File: config.mk
export PLATFORM = sky130hd
export DESIGN_NAME = tiny_evr_decoder
export DESIGN_NICKNAME = d
export VERILOG_FILES = /design/src/rtl/tiny_evr_decoder.sv
export SDC_FILE = /design/constraint.sdc
export NUM_CORES = 1
export LEC_CHECK = 0
export CAP_MARGIN = 20
export CORE_UTILIZATION = 30
export CTS_CLUSTER_DIAMETER = 60
export DETAILED_ROUTE_END_ITERATION = 8
export MAX_ROUTING_LAYER = met4
export SYNTH_ARGS = -nofsm -noshare
export SYNTH_HDL_FRONTEND = slang
export SYNTH_SLANG_ARGS = --single-unit
File: constraint.sdc
create_clock -name evrRxClk -period 8.1 [get_ports evrRxClk]
set_clock_uncertainty 0.1 [all_clocks]
set_input_delay 1.62 -clock evrRxClk [delete_from_list [all_inputs] [get_ports evrRxClk]]
set_output_delay 1.62 -clock evrRxClk [all_outputs]
set_load 0.01 [all_outputs]
File: src/rtl/tiny_evr_decoder.sv
// Receive-side event decoder: link qualification, event/distributed-bus extraction,
// seconds reconstruction and heartbeat supervision on the recovered RX word stream.
module tiny_evr_decoder #(
    parameter int unsigned LINK_GOOD_COUNT   = 1024,
    parameter int unsigned COMMA_TIMEOUT     = 65535,
    parameter int unsigned HEARTBEAT_TIMEOUT = 200000000
) (
    input  logic        evrRxClk,
    input  logic        reset_n,
    input  logic [15:0] rxData,
    input  logic [1:0]  rxIsK,
    input  logic [1:0]  rxDispErr,
    input  logic [1:0]  rxNotInTable,
    output logic        linkUp,
    output logic [7:0]  eventCode,
    output logic        eventStrobe,
    output logic [7:0]  distributedBus,
    output logic [31:0] seconds,
    output logic        secondsValid,
    output logic        ppsStrobe,
    output logic        heartbeatStrobe,
    output logic        heartbeatTimeout,
    output logic [15:0] errorCount
);

    localparam int unsigned GOOD_W  = $clog2(LINK_GOOD_COUNT + 1);
    localparam int unsigned COMMA_W = $clog2(COMMA_TIMEOUT + 1);
    localparam int unsigned HB_W    = $clog2(HEARTBEAT_TIMEOUT + 1);

    localparam logic [7:0] K28_5        = 8'hBC;
    localparam logic [7:0] EV_SHIFT0    = 8'h70;
    localparam logic [7:0] EV_SHIFT1    = 8'h71;
    localparam logic [7:0] EV_HEARTBEAT = 8'h7A;
    localparam logic [7:0] EV_PPS       = 8'h7D;
    localparam logic [5:0] BIT_CNT_MAX  = 6'd33;

    localparam logic [COMMA_W-1:0] COMMA_MAX = COMMA_W'(COMMA_TIMEOUT);
    localparam logic [HB_W-1:0]    HB_MAX    = HB_W'(HEARTBEAT_TIMEOUT);

    typedef enum logic {
        ST_DOWN = 1'b0,
        ST_UP   = 1'b1
    } link_state_t;

    link_state_t        state, state_next;
    logic [GOOD_W-1:0]  good_cnt, good_cnt_next;
    logic [COMMA_W-1:0] comma_cnt;
    logic [HB_W-1:0]    hb_cnt, hb_cnt_next;
    logic [31:0]        shift_reg;
    logic [5:0]         bit_cnt;

    logic word_err_c, comma_c, comma_expire_c, go_down_c;
    logic ev_valid_c, bus_valid_c, shift_c, pps_c, hb_c;

    assign word_err_c     = |{rxDispErr, rxNotInTable};
    assign comma_c        = rxIsK[0] && (rxData[7:0] == K28_5);
    // Expiry fires on the COMMA_TIMEOUT-th consecutive comma-less word.
    assign comma_expire_c = !comma_c && (comma_cnt >= COMMA_W'(COMMA_TIMEOUT - 1));
    assign go_down_c      = (state == ST_UP) && (state_next == ST_DOWN);

    assign ev_valid_c  = (state == ST_UP) && !rxIsK[0] && !word_err_c && (rxData[7:0] != 8'h00);
    assign bus_valid_c = (state == ST_UP) && !rxIsK[1] && !word_err_c;
    assign shift_c     = ev_valid_c && ((rxData[7:0] == EV_SHIFT0) || (rxData[7:0] == EV_SHIFT1));
    assign pps_c       = ev_valid_c && (rxData[7:0] == EV_PPS);
    assign hb_c        = ev_valid_c && (rxData[7:0] == EV_HEARTBEAT);

    // Link FSM state register
    always_ff @(posedge evrRxClk or negedge reset_n) begin
        if (!reset_n) begin
            state    <= ST_DOWN;
            good_cnt <= '0;
        end else begin
            state    <= state_next;
            good_cnt <= good_cnt_next;
        end
    end

    // Link FSM next state
    always_comb begin
        state_next    = state;
        good_cnt_next = good_cnt;
        case (state)
            ST_DOWN: begin
                if (word_err_c) begin
                    good_cnt_next = '0;
                end else if (good_cnt == GOOD_W'(LINK_GOOD_COUNT - 1)) begin
                    state_next    = ST_UP;
                    good_cnt_next = '0;
                end else begin
                    good_cnt_next = good_cnt + GOOD_W'(1);
                end
            end
            ST_UP: begin
                if (word_err_c || comma_expire_c) begin
                    state_next    = ST_DOWN;
                    good_cnt_next = '0;
                end
            end
            default: begin
                state_next    = ST_DOWN;
                good_cnt_next = '0;
            end
        endcase
    end

    // Heartbeat watchdog: pinned at saturation whenever the link is down
    always_comb begin
        hb_cnt_next = hb_cnt;
        if (state_next == ST_DOWN) begin
            hb_cnt_next = HB_MAX;
        end else if (hb_c) begin
            hb_cnt_next = '0;
        end else if (hb_cnt != HB_MAX) begin
            hb_cnt_next = hb_cnt + HB_W'(1);
        end
    end

    // Comma watchdog
    always_ff @(posedge evrRxClk or negedge reset_n) begin
        if (!reset_n) begin
            comma_cnt <= COMMA_MAX;
        end else if (comma_c) begin
            comma_cnt <= '0;
        end else if (comma_cnt != COMMA_MAX) begin
            comma_cnt <= comma_cnt + COMMA_W'(1);
        end
    end

    // Link status, event and bus outputs
    always_ff @(posedge evrRxClk or negedge reset_n) begin
        if (!reset_n) begin
            linkUp           <= 1'b0;
            eventCode        <= 8'h00;
            eventStrobe      <= 1'b0;
            ppsStrobe        <= 1'b0;
            heartbeatStrobe  <= 1'b0;
            distributedBus   <= 8'h00;
            hb_cnt           <= HB_MAX;
            heartbeatTimeout <= 1'b1;
            errorCount       <= 16'h0000;
        end else begin
            linkUp           <= (state_next == ST_UP);
            eventStrobe      <= ev_valid_c;
            ppsStrobe        <= pps_c;
            heartbeatStrobe  <= hb_c;
            hb_cnt           <= hb_cnt_next;
            heartbeatTimeout <= (hb_cnt_next == HB_MAX);
            if (ev_valid_c) begin
                eventCode <= rxData[7:0];
            end
            if (go_down_c) begin
                distributedBus <= 8'h00;
            end else if (bus_valid_c) begin
                distributedBus <= rxData[15:8];
            end
            if (word_err_c && (errorCount != 16'hFFFF)) begin
                errorCount <= errorCount + 16'd1;
            end
        end
    end

    // Seconds reconstruction; bit 0 of 0x70/0x71 is the shifted-in bit
    always_ff @(posedge evrRxClk or negedge reset_n) begin
        if (!reset_n) begin
            shift_reg    <= '0;
            bit_cnt      <= '0;
            seconds      <= '0;
            secondsValid <= 1'b0;
        end else begin
            if (shift_c) begin
                shift_reg <= {shift_reg[30:0], rxData[0]};
            end
            if (pps_c) begin
                seconds <= shift_reg;
            end
            if (go_down_c) begin
                bit_cnt      <= '0;
                secondsValid <= 1'b0;
            end else if (pps_c) begin
                bit_cnt      <= '0;
                secondsValid <= (bit_cnt == 6'd32);
            end else if (shift_c && (bit_cnt != BIT_CNT_MAX)) begin
                bit_cnt <= bit_cnt + 6'd1;
            end
        end
    end

endmodule
==> Word level (Yosys, flattened, before mapping) <==
Index checks and enable logic that the tools add are counted.
{ "word_totals": {"output_inout_bits": 70, "word_cells": 81, "ff_bits": 163} }
{ "classes": {"n_eq_ne": 13, "addsub": 5, "reduce_logical": 25, "bitwise_logic": 2, "mux": 20, "order_cmp": 1} }
{ "op_table": {"columns": ["op", "count"], "rows": [
  ["$mux 28", 3],
  ["$mux 11", 3],
  ["$add 16x1->16 const B", 2],
  ["$eq 8x7->1 const B", 4],
  ["$mux 16", 2],
  ["$ne 16x16->1 const B", 2],
  ["$add 28x1->28 const B", 1],
  ["$eq 28x28->1 const B", 1],
  ["$ne 28x28->1 const B", 1],
  ["$pmux 11 s2", 1],
  ["$mux 6", 3],
  ["$ge 16x16->1 const B", 1],
  ["$mux 8", 2],
  ["$logic_and 1x1->1", 13],
  ["$add 11x1->11 const B", 1],
  ["$eq 11x10->1 const B", 1],
  ["$eq 8x8->1 const B", 1],
  ["$reduce_bool 8->1", 1],
  ["$add 6x1->6 const B", 1],
  ["$eq 6x6->1 const B", 1],
  ["$ne 6x6->1 const B", 1],
  ["$reduce_bool 2->1", 3],
  ["$mux 1", 5],
  ["$logic_not 1->1", 4],
  ["6 further kinds", 8]
]} }

==> Depth between registers and ports, before layout <==
Gate-level depths: netlist (run 1).
{ "logic_depth": {"depth_word": 10, "mapped_depth": 8, "mapped_depth_nobuf": 8} }

==> Worst setup path before layout (run 1) <==
Ideal clock, no wire load.
{ "synth_timing": {"kind": "input-to-reg", "start": "in rxData[0]", "end": "reg shift_reg[0]", "t_required_ns": 7.875, "arrival_ns": 3.307, "n_path_buf": 2, "cell_stages": 6, "setup_ns": 0.125, "slack_ns": 4.568, "path_cell_list": "or2_2 -> nor4_1 -> or4b_1 -> buf_2 -> buf_2 -> mux2_2"} }
{ "synth_between": {"elab_chain_cells": 3} }
{ "synth_rtl": {"columns": ["element", "line", "rtl"], "rows": [
  ["start, declared", "10", "input logic [15:0] rxData,"],
  ["$eq 8x7->1 / $reduce_bool 8->1 (equally long branches)", "63, 61", null],
  ["$logic_or 1x1->1 / $logic_and 1x1->1 (equally long branches)", "63, 61", null],
  ["$logic_and 1x1->1", "63", "assign shift_c = ev_valid_c && ((rxData[7:0] == EV_SHIFT0) || (rxData[7:0] == EV_SHIFT1));"],
  ["end signal, assigned", "171", "shift_reg <= {shift_reg[30:0], rxData[0]};"],
  ["end, declared", "49", "logic [31:0] shift_reg;"]
]} }
Several ways; a longest one is shown, not always the timed one.
A chain may end at the register's enable or synchronous reset.

==> Final worst setup path (run 1) <==
{ "layout_timing": {"start": "in rxData[0]", "end": "reg hb_cnt[2]"} }
{ "layout_between": {"elab_chain_cells": 8} }
{ "layout_rtl": {"columns": ["element", "line", "rtl"], "rows": [
  ["$eq 8x8->1", "56", "assign comma_c = rxIsK[0] && (rxData[7:0] == K28_5);"],
  ["$logic_and 1x1->1", "56", null],
  ["$logic_not 1->1", "58", "assign comma_expire_c = !comma_c && (comma_cnt >= COMMA_W'(COMMA_TIMEOUT - 1));"],
  ["$logic_and 1x1->1", "58", null],
  ["$logic_or 1x1->1", "94", "if (word_err_c || comma_expire_c) begin"],
  ["$mux 1", "94", null],
  ["$pmux 1 s2", "82", "case (state)"],
  ["$mux 28 *", "109", "if (state_next == ST_DOWN) begin"],
  ["named net hb_cnt_next[2]", "48", "logic [HB_W-1:0] hb_cnt, hb_cnt_next;"],
  ["end signal, assigned", "146", "hb_cnt <= hb_cnt_next;"],
  ["end, declared", "48", null]
]} }
Mark *: on every way through the listed nets, which the timed path passes. The rest lies on a longest branch.

==> impl_results.md, run 1 <==
- Status: complete, no violations
- Layout cells sized above 1: 18.8%
- Post_cts resized: 0
- Starting DRT DRC Count: 355
- Reg clk slew, reported paths: 0.06 ns
- Antenna diodes: 0
- Total Wirelength: 15,500 microns
- Vias in the first global route: 5,131
- Setup crit end kind: register
- Most common cell in the synthesized netlist: dfrtp_1
- Core area: 25,100 sq um
- VDD IR-drop max: 0.000179 V
- Rows: 58
- DRT Pass-1 Iters: 5
- Synth Instances: 666
- Critical path arrival: 5.09 ns
- Clk buf depth: 2
- Setup Viol. Count Final: 0
- Layout net count: 793
- Fmax achieved: 205 MHz
- Comb power frac: 7.9%
- CP max FO: 18
- Asr flop ratio synth: 100%
- Post-synth top area cell: dfrtp_1
- H-Tree Level Count: 4
- Setup tns final: 0 ns
- Multi-input gate area: 3380 sq um
- Sequential fraction of the synthesis area: 53.8%
- Switching Fraction: 23.9%
- Top area cells in the synthesized netlist: dfrtp_1 (44%), mux2_2 (10%), dfstp_2 (10%)
- Ports: 94
- Die height: 162 microns
- Netlist cell types: 62
- Initial Util: 30.5%
- Initial antenna violation count: 0
- Yosys reg bits: 163
- Actual slew at the worst max-slew pin: 0.996 ns
- P&R area growth vs syn: 24.3%
- CTS Buf Count: 17
- Max cap viols: 0
- Layout Utilization: 37.9%
- Vias post-DR: 5,343
- DP Cell Count: 1,071
- DRC violations left: 0
- Chip Width: 162 microns
- Remaining antenna violation count: 0
- Relative slew slack: 33.6%
- Clock Tree Root: clkbuf_16
- Min-delay worst type: register to register
- Total Routing Usage GR: 12.7%
- # hold bufs at CTS: 0
- Flop pwr share: 49.6%
- Final period util: 60.1%
- Post-synth top cells: dfrtp_1 (134), mux2_2 (69), nor2_1 (59), nand2_1 (44), xnor2_1 (33)
- Final hold violations: 0
- Post-route insts no fill: 1,102
- Clock Sinks: 163
- Critical Path Start Type: primary input
- Clock Latency Late Sink: 0.42 ns
- Pre-CTS setup slack: 2.75 ns
- Post-Syn Area per Cell: 11.5 sq um
- Fillers: 2,538
- Reg area: 4120 sq um
- Number of enable flip-flop cells after synthesis: 0
- YS warnings: 0
- WL/cell: 14.0 microns
- Total congestion overflow: 0
- Vias per inst: 4.85
- Leakage: 0.00420 uW
- Detailed Place HPWL: 10,500 microns
- Final slew viol count: 0
- NetSw: 441 uW
- Pwr Density: 194 nW/um^2
- Top_reg_cell synth: dfrtp_1
- IO Port Bufs: 93
- Syn_nets: 699
- RSZ-0062 raised after global routing: false
- Minimum clock period: 4.87 ns
- First-pass GRT wire length: 25,900 microns
- Setup bufs post-CTS: 0
- Post-synth top area share: 43.8%
- Crit path kind: primary input to register
- Syn Std Cell Area: 7650 sq um
- Full die area: 26,100 sq um
- Final setup margin: 3.23 ns
- Largest net degree at the start of global routing: 89
- Clock share of power: 42.5%
- Final Wtd Congestion: 0.788
- CTS tree: yes
- P_int: 1400 uW
- Worst Path Required: 8.32 ns
[cell type report]
cell class / count / share of cell area [%]
flip-flops and latches: 163 / 43.3
multi-input cells: 467 / 35.6
repair buffers: 96 / 10.0
clock inverters: 9 / 1.03
clock buffers: 22 / 5.09
inverters: 15 / 0.592
well taps: 330 / 4.34
[final timing paths]
check,slack [ns],startpoint,end,cells past startpoint
max,3.23,rxData[0],hb_cnt[2],7
min,0.38,seconds[12],seconds[12],1
max reg2reg,5.10,hb_cnt[1],heartbeatTimeout,7
min reg2reg,0.38,seconds[12],seconds[12],1
max in group asynchronous,5.25,reset_n,bit_cnt[1],2
min in group asynchronous,1.16,reset_n,distributedBus[5],1
[logic make-up (layout without fill, tap and decap cells)]
| kind of cell | after synthesis | in the layout | share of synthesized area, % |
|---|---|---|---|
| AND/OR/NAND/NOR | 245 | 245 | 17.3 |
| flip-flops | 163 | 163 | 53.8 |
| AO/OA/AOI/OAI | 82 | 82 | 7.85 |
| multiplexers | 79 | 79 | 11.5 |
| XOR/XNOR | 52 | 52 | 5.95 |
| buffers and inverters | 36 | 142 | 2.06 |
| adder cells (fa/ha/maj) | 9 | 9 | 1.47 |
[power by group through the flow]
| stage | Clock [uW] | Combinational, uW | Sequential, uW |
|---|---|---|---|
| detailed placement | 0 | 149 | 926 |
| global placement | 0 | 146 | 927 |
| CTS | 809 | 149 | 914 |
| global route | 846 | 165 | 920 |
| finish | 782 | 146 | 914 |
| floorplan | 0 | 61.5 | 925 |
[cells in the final DEF, fill, tap and decap left out, types with 5 or more instances in the layout]
cell	instances
ha_1	9
a31oi_1	7
nand2_1	44
a21oi_1	9
nor2_1	59
nor4_1	7
and2_1	7
clkinv_4	5
and3_1	15
clkdlybuf4s50_1	92
dfrtp_1	134
nand2b_1	5
a22o_1	10
nand3_1	30
xor2_1	19
o31ai_1	5
mux2i_1	6
clkbuf_16	17
nand4_1	28
nor3_1	17
mux2_2	69
xnor2_1	33
dfstp_2	29
o21ai_0	25
inv_1	14
[per-layer routing]
layer | track usage, % | routed length (microns)
met5 | - | 0
met4 | 3.69 | 136
met3 | 3.32 | 587
met2 | 19.2 | 7110
met1 | 16.8 | 7650
[through the flow]
step	cell area [sq um]	power (uW)	hold WS (ns)
6_report	9510	1840	0.382
5_1_grt	9510	1930	0.419
4_1_cts	9510	1870	0.391
3_5_place_dp	8920	1080	0.377
3_3_place_gp	8920	1070	0.375
2_1_floorplan	7650	986	0.351
[worst max-delay path, cell delays in order]
cell and delay, ns:
clkdlybuf4s50_1 0.53, or2_2 0.38, nor4_4 0.77, o311a_1 0.55, or2_1 0.48, nand2_1 0.48
a21oi_1 0.25
(Power assumes the default switching activity.)
==> run 2: changes to the inputs <==
==> constraint.sdc (replaced) <==
create_clock -name evrRxClk -period 4.7 [get_ports evrRxClk]
set_clock_uncertainty 0.1 [all_clocks]
set_input_delay 0.94 -clock evrRxClk [delete_from_list [all_inputs] [get_ports evrRxClk]]
set_output_delay 0.94 -clock evrRxClk [all_outputs]
set_load 0.01 [all_outputs]
==> run 2 against run 1 <==
Against the previous run:
- combinational power grew 74%
- highest routed layer unchanged
- worst hold slack improved by 0.0052 ns
- global-route usage increased by 0.44 points
- design area grew 0.30%
- final cell count rose by 0.64%
- largest power group unchanged
- die area did not move
==> impl_results.md, run 2 (same netlist as run 1, synthesis figures left out) <==
- Commonest cells after routing, fill and taps aside: dfrtp_1 (134), clkdlybuf4s50_1 (92), mux2_2 (69), nor2_1 (59), nand2_1 (44)
- Reg area: 4120 sq um
- Multi-input gate area: 3380 sq um
- Fillers: 2,532
- Clock Tree Root: clkbuf_16
- Most common cell after layout, fill and taps aside: dfrtp_1
- Die height: 162 microns
- Final hold violations: 0
- Clk buf depth: 2
- Ports: 94
- Reg clk slew, reported paths: 0.06 ns
- Final Wtd Congestion: 0.792
- Starting DRT DRC Count: 273
- Initial Util: 30.5%
- Minimum clock period: 3.18 ns
- P_int: 2400 uW
- Hold depth: 1
- CTS Buf Count: 17
- Hold Path Origin: seconds[11]
- Detailed Place HPWL: 10,900 microns
- R2R setup slack: 1.70 ns
- Pwr Total: 3180 uW
- NetSw: 779 uW
- P&R area growth vs syn: 24.7%
- Core area: 25,100 sq um
- Layout net count: 799
- H-Tree Level Count: 4
- Vias post-DR: 5,312
- Total Routing Usage GR: 13.2%
- Critical path arrival: 3.39 ns
- RSZ-0062 raised after global routing: false
- Largest net degree at the start of global routing: 92
- Worst reg2reg path startpoint: hb_cnt[1]
- CP max FO: 13
- Post_cts resized: 0
- Clock share of power: 42.5%
- Relative slew slack: 33.9%
- DRC violations left: 0
- Chip Width: 162 microns
- Setup crit end kind: register
- Clock Sinks: 163
- Antenna diodes: 0
- Actual slew at the worst max-slew pin: 0.992 ns
- WHS Endpoint: seconds[11]
- Leakage: 0.00422 uW
- Comb power frac: 8.0%
- Final period util: 67.7%
- VDD IR-drop max: 0.000229 V
- Max cap viols: 0
- Setup bufs post-CTS: 0
- Fmax achieved: 314 MHz
- Full die area: 26,100 sq um
- # hold bufs at CTS: 0
- IO Port Bufs: 93
- WL/cell: 14.4 microns
- DRT Pass-1 Iters: 4
- Initial antenna violation count: 0
- Setup tns final: 0 ns
- Setup Viol. Count Final: 0
- Min-delay worst type: register to register
- Pwr Density: 333 nW/um^2
- Vias in the first global route: 5,280
- CTS tree: yes
- Clock Latency Late Sink: 0.42 ns
- Worst Path Required: 4.90 ns
- Crit path kind: primary input to register
- Switching Fraction: 24.5%
- Total congestion overflow: 0
- Remaining antenna violation count: 0
- Critical Path Start Type: primary input
- Vias per inst: 4.79
- Flop pwr share: 49.5%
- Layout cells sized above 1: 19.4%
- Rows: 58
- Total Wirelength: 15,900 microns
- Reg2reg end: heartbeatTimeout
- Reg2Reg Depth: 7
- First-pass GRT wire length: 26,800 microns
- Status: complete, no violations
- Final slew viol count: 0
==> run 2: cell count changes in the layout (fill, tap and decap cells not counted) <==
cell        change
clkinvlp_4      -1
nor4_4          -1
buf_4           +6
clkinv_2        +2
clkinv_1        +1
nor4_2          +1
clkbuf_8        -1
==> run 2: area by class of cell <==
| cell class | instances | area share [%] |
|---|---|---|
| flip-flops and latches | 163 | 43.2 |
| clock inverters | 11 | 1.09 |
| repair buffers | 102 | 10.5 |
| multi-input cells | 467 | 35.4 |
| well taps | 330 | 4.33 |
| clock buffers | 21 | 4.93 |
| inverters | 15 | 0.591 |
==> run 2: critical path: stages <==
cell and delay, ns:
clkdlybuf4s50_1 0.45, nor4_4 0.48, nand2_1 0.20, or4b_1 0.60
buf_4 0.23, a21oi_2 0.22, mux2i_1 0.21, nor2_1 0.05
==> run 2: through the flow <==
stage | instances | hold slack (ns) | util [%] | area, sq um | setup slack (ns)
floorplan | 666 | 0.351 | - | 7650 | 1.85
global placement | 1077 | 0.372 | 35.7 | 8960 | 1.10
detailed placement | 1077 | 0.378 | 35.7 | 8960 | 1.05
CTS | 1109 | 0.394 | 38.0 | 9530 | 1.50
global route | 1109 | 0.414 | 38.0 | 9530 | 1.34
finish | 1109 | 0.387 | 38.0 | 9530 | 1.52
==> run 2: per-layer routing <==
metal | global-route usage (%) | share of wire (%) | vias up
li1 | - | - | 2595
met1 | 17.7 | 50 | 2605
met2 | 19.5 | 45 | 100
met3 | 2.68 | 4.0 | 12
met4 | 5.19 | 0.96 | 0
met5 | - | 0 | -
==> run 2: worst max path at each step <==
stage                 startpoint           end  slack [ns]  cells after the start
floorplan              rxData[0]  shift_reg[0]        1.85                      6
global placement    rxDispErr[1]     hb_cnt[2]        1.10                      8
detailed placement  rxDispErr[1]    bit_cnt[1]        1.05                      8
CTS                 rxDispErr[1]    bit_cnt[1]        1.50                      8
global route        rxDispErr[1]     hb_cnt[2]        1.34                      8
finish              rxDispErr[1]    bit_cnt[1]        1.52                      8
==> run 2: power by group through the flow <==
stage	logic, uW	registers (uW)	clock network [uW]
5_1_grt	284	1580	1450
3_3_place_gp	253	1600	0
4_1_cts	259	1570	1400
2_1_floorplan	106	1590	0
6_report	254	1570	1350
3_5_place_dp	258	1600	0
==> run 3: changes to the inputs <==
==> constraint.sdc (replaced) <==
create_clock -name evrRxClk -period 2.96 [get_ports evrRxClk]
set_clock_uncertainty 0.1 [all_clocks]
set_input_delay 0.592 -clock evrRxClk [delete_from_list [all_inputs] [get_ports evrRxClk]]
set_output_delay 0.592 -clock evrRxClk [all_outputs]
set_load 0.01 [all_outputs]
==> run 3 against run 2 <==
Against the previous run:
- utilization up 0.66 points
- worst setup slack worse by 1.2 ns
- critical path depth down 1
- via count up 2.0%
- worst hold slack worse by 0.31 ns
- combinational power up 62%
- die area unchanged
- sequential cell count unchanged
- final cell count up 1.6%
- first-iteration DRC count down 23%
==> impl_results.md, run 3 (same netlist as run 1, synthesis figures left out) <==
- Status: complete, no violations
- Final period util: 90.7%
- Antenna diodes: 0
- Minimum clock period: 2.69 ns
- Pwr Density: 515 nW/um^2
- Final Wtd Congestion: 0.812
- Core area: 25,100 sq um
- Final slew viol count: 0
- P&R area growth vs syn: 26.8%
- Max cap viols: 0
- Clock Sinks: 163
- Clock Latency Late Sink: 0.43 ns
- CTS tree: yes
- Post_cts resized: 0
- Fillers: 2,494
- DRC violations left: 0
- Fmax achieved: 372 MHz
- CP max FO: 6
- Relative slew slack: 42.7%
- Reg clk slew, reported paths: 0.07 ns
- CTS Buf Count: 17
- Post-route cell area: 9700 sq um
- Setup crit end kind: register
- IO Port Bufs: 93
- Vias post-DR: 5,418
- Leakage: 0.00433 uW
- Most common cell after layout, fill and taps aside: dfrtp_1
- CP peak stage delay: 0.56 ns
- Min-delay worst type: primary input to asynchronous set/reset pin
- Vias per inst: 4.81
- Critical Path Start Type: register
- Setup bufs post-CTS: 0
- Initial Util: 30.5%
- Total Wirelength: 15,800 microns
- Vias in the first global route: 5,365
- Commonest cells after routing, fill and taps aside: dfrtp_1 (134), clkdlybuf4s50_1 (92), mux2_2 (69), nor2_1 (59), nand2_1 (44)
- Final setup margin: 0.275 ns
- Crit path kind: register to register
- Layout cells sized above 1: 21.5%
- Largest net degree at the start of global routing: 68
- Clock Tree Root: clkbuf_16
- Setup tns final: 0 ns
- H-Tree Level Count: 4
- Starting DRT DRC Count: 209
- Detailed Place HPWL: 11,200 microns
- VDD IR-drop max: 0.000364 V
- Worst Path Required: 3.19 ns
- DRT Pass-1 Iters: 4
- Total congestion overflow: 0
- Full die area: 26,100 sq um
- Worst path cell trace: ha_1 -> and3_1 -> nand4_4 -> or4_4 -> a2111oi_4 -> nand4_1 -> o41ai_2
- Total Routing Usage GR: 13.5%
- RSZ-0062 raised after global routing: false
- Pre-CTS setup slack: 0.00138 ns
- Critical path arrival: 2.91 ns
- Rows: 58
- Ports: 94
- Layout net count: 817
- Initial antenna violation count: 0
- Slowest stage cell on the critical path: or4_4
- Chip Width: 162 microns
- Actual slew at the worst max-slew pin: 0.859 ns
- DP Area: 9150 sq um
- Clk buf depth: 2
- WL/cell: 14.0 microns
- First-pass GRT wire length: 27,300 microns
- Setup Viol. Count Final: 0
- Remaining antenna violation count: 0
- Final hold violations: 0
- # hold bufs at CTS: 0
- Die height: 162 microns
-- run 3: changes by cell type in the layout (fill, tap and decap cells not counted) --
| cell | previous run | this run |
|---|---|---|
| clkbuf_8 | 3 | 1 |
| buf_12 | 0 | 4 |
| inv_6 | 1 | 7 |
| clkinv_4 | 5 | 2 |
| clkbuf_1 | 1 | 0 |
| buf_4 | 9 | 23 |
| clkinvlp_4 | 1 | 0 |
| inv_8 | 0 | 2 |
| clkinv_1 | 2 | 1 |
| bufinv_16 | 1 | 0 |
| clkinv_2 | 2 | 3 |
-- run 3: layer usage --
metal	global-route usage [%]	vias to the layer above	wire length (microns)
li1	-	2637	-
met1	18.1	2670	7810
met2	20.0	95	7220
met3	3.12	16	590
met4	4.55	0	207
met5	-	-	0
-- run 3: critical path: cells and delay by family (launching register included) --
kind	cells	cell delay (ns)
compound gates	2	0.68
fa+ha+maj	1	0.25
flops	1	0.42
simple gates	4	1.15
-- run 3: power breakdown --
group          switching (uW)  internal [uW]
Sequential                123           2370
Clock                     967           1120
Combinational             197            215
-- run 3: metrics by stage --
step                std cells  utilization [%]  hold WS [ns]  total power (uW)
floorplan                 666                -         0.196              2700
global placement         1095             36.4         0.375              2940
detailed placement       1095             36.4         0.372              2950
CTS                      1127             38.6        0.0854              5080
global route             1127             38.6         0.110              5240
finish                   1127             38.6        0.0728              5000
-- run 3: worst paths after layout --
check,slack [ns],startpoint,endpoint,cells past startpoint
min reg2reg,0.39,errorCount[9],errorCount[9],1
min,0.07,reset_n,distributedBus[1],1
min in group evrRxClk,0.39,errorCount[9],errorCount[9],1
max reg2reg,0.27,hb_cnt[0],heartbeatTimeout,7
max,0.27,hb_cnt[0],heartbeatTimeout,7
max in group asynchronous,1.99,reset_n,comma_cnt[10],2
-- run 3: final cells by class --
type                            count  area [sq um]  area share (%)
Timing Repair Buffer              120          1180            12.2
Tap cell                          330           413            4.26
Sequential cell                   163          4120            42.4
Clock buffer                       18           439            4.53
Multi-Input combinational cell    467          3380            34.8
Inverter                           15          56.3           0.580
Clock inverter                     14           116            1.20
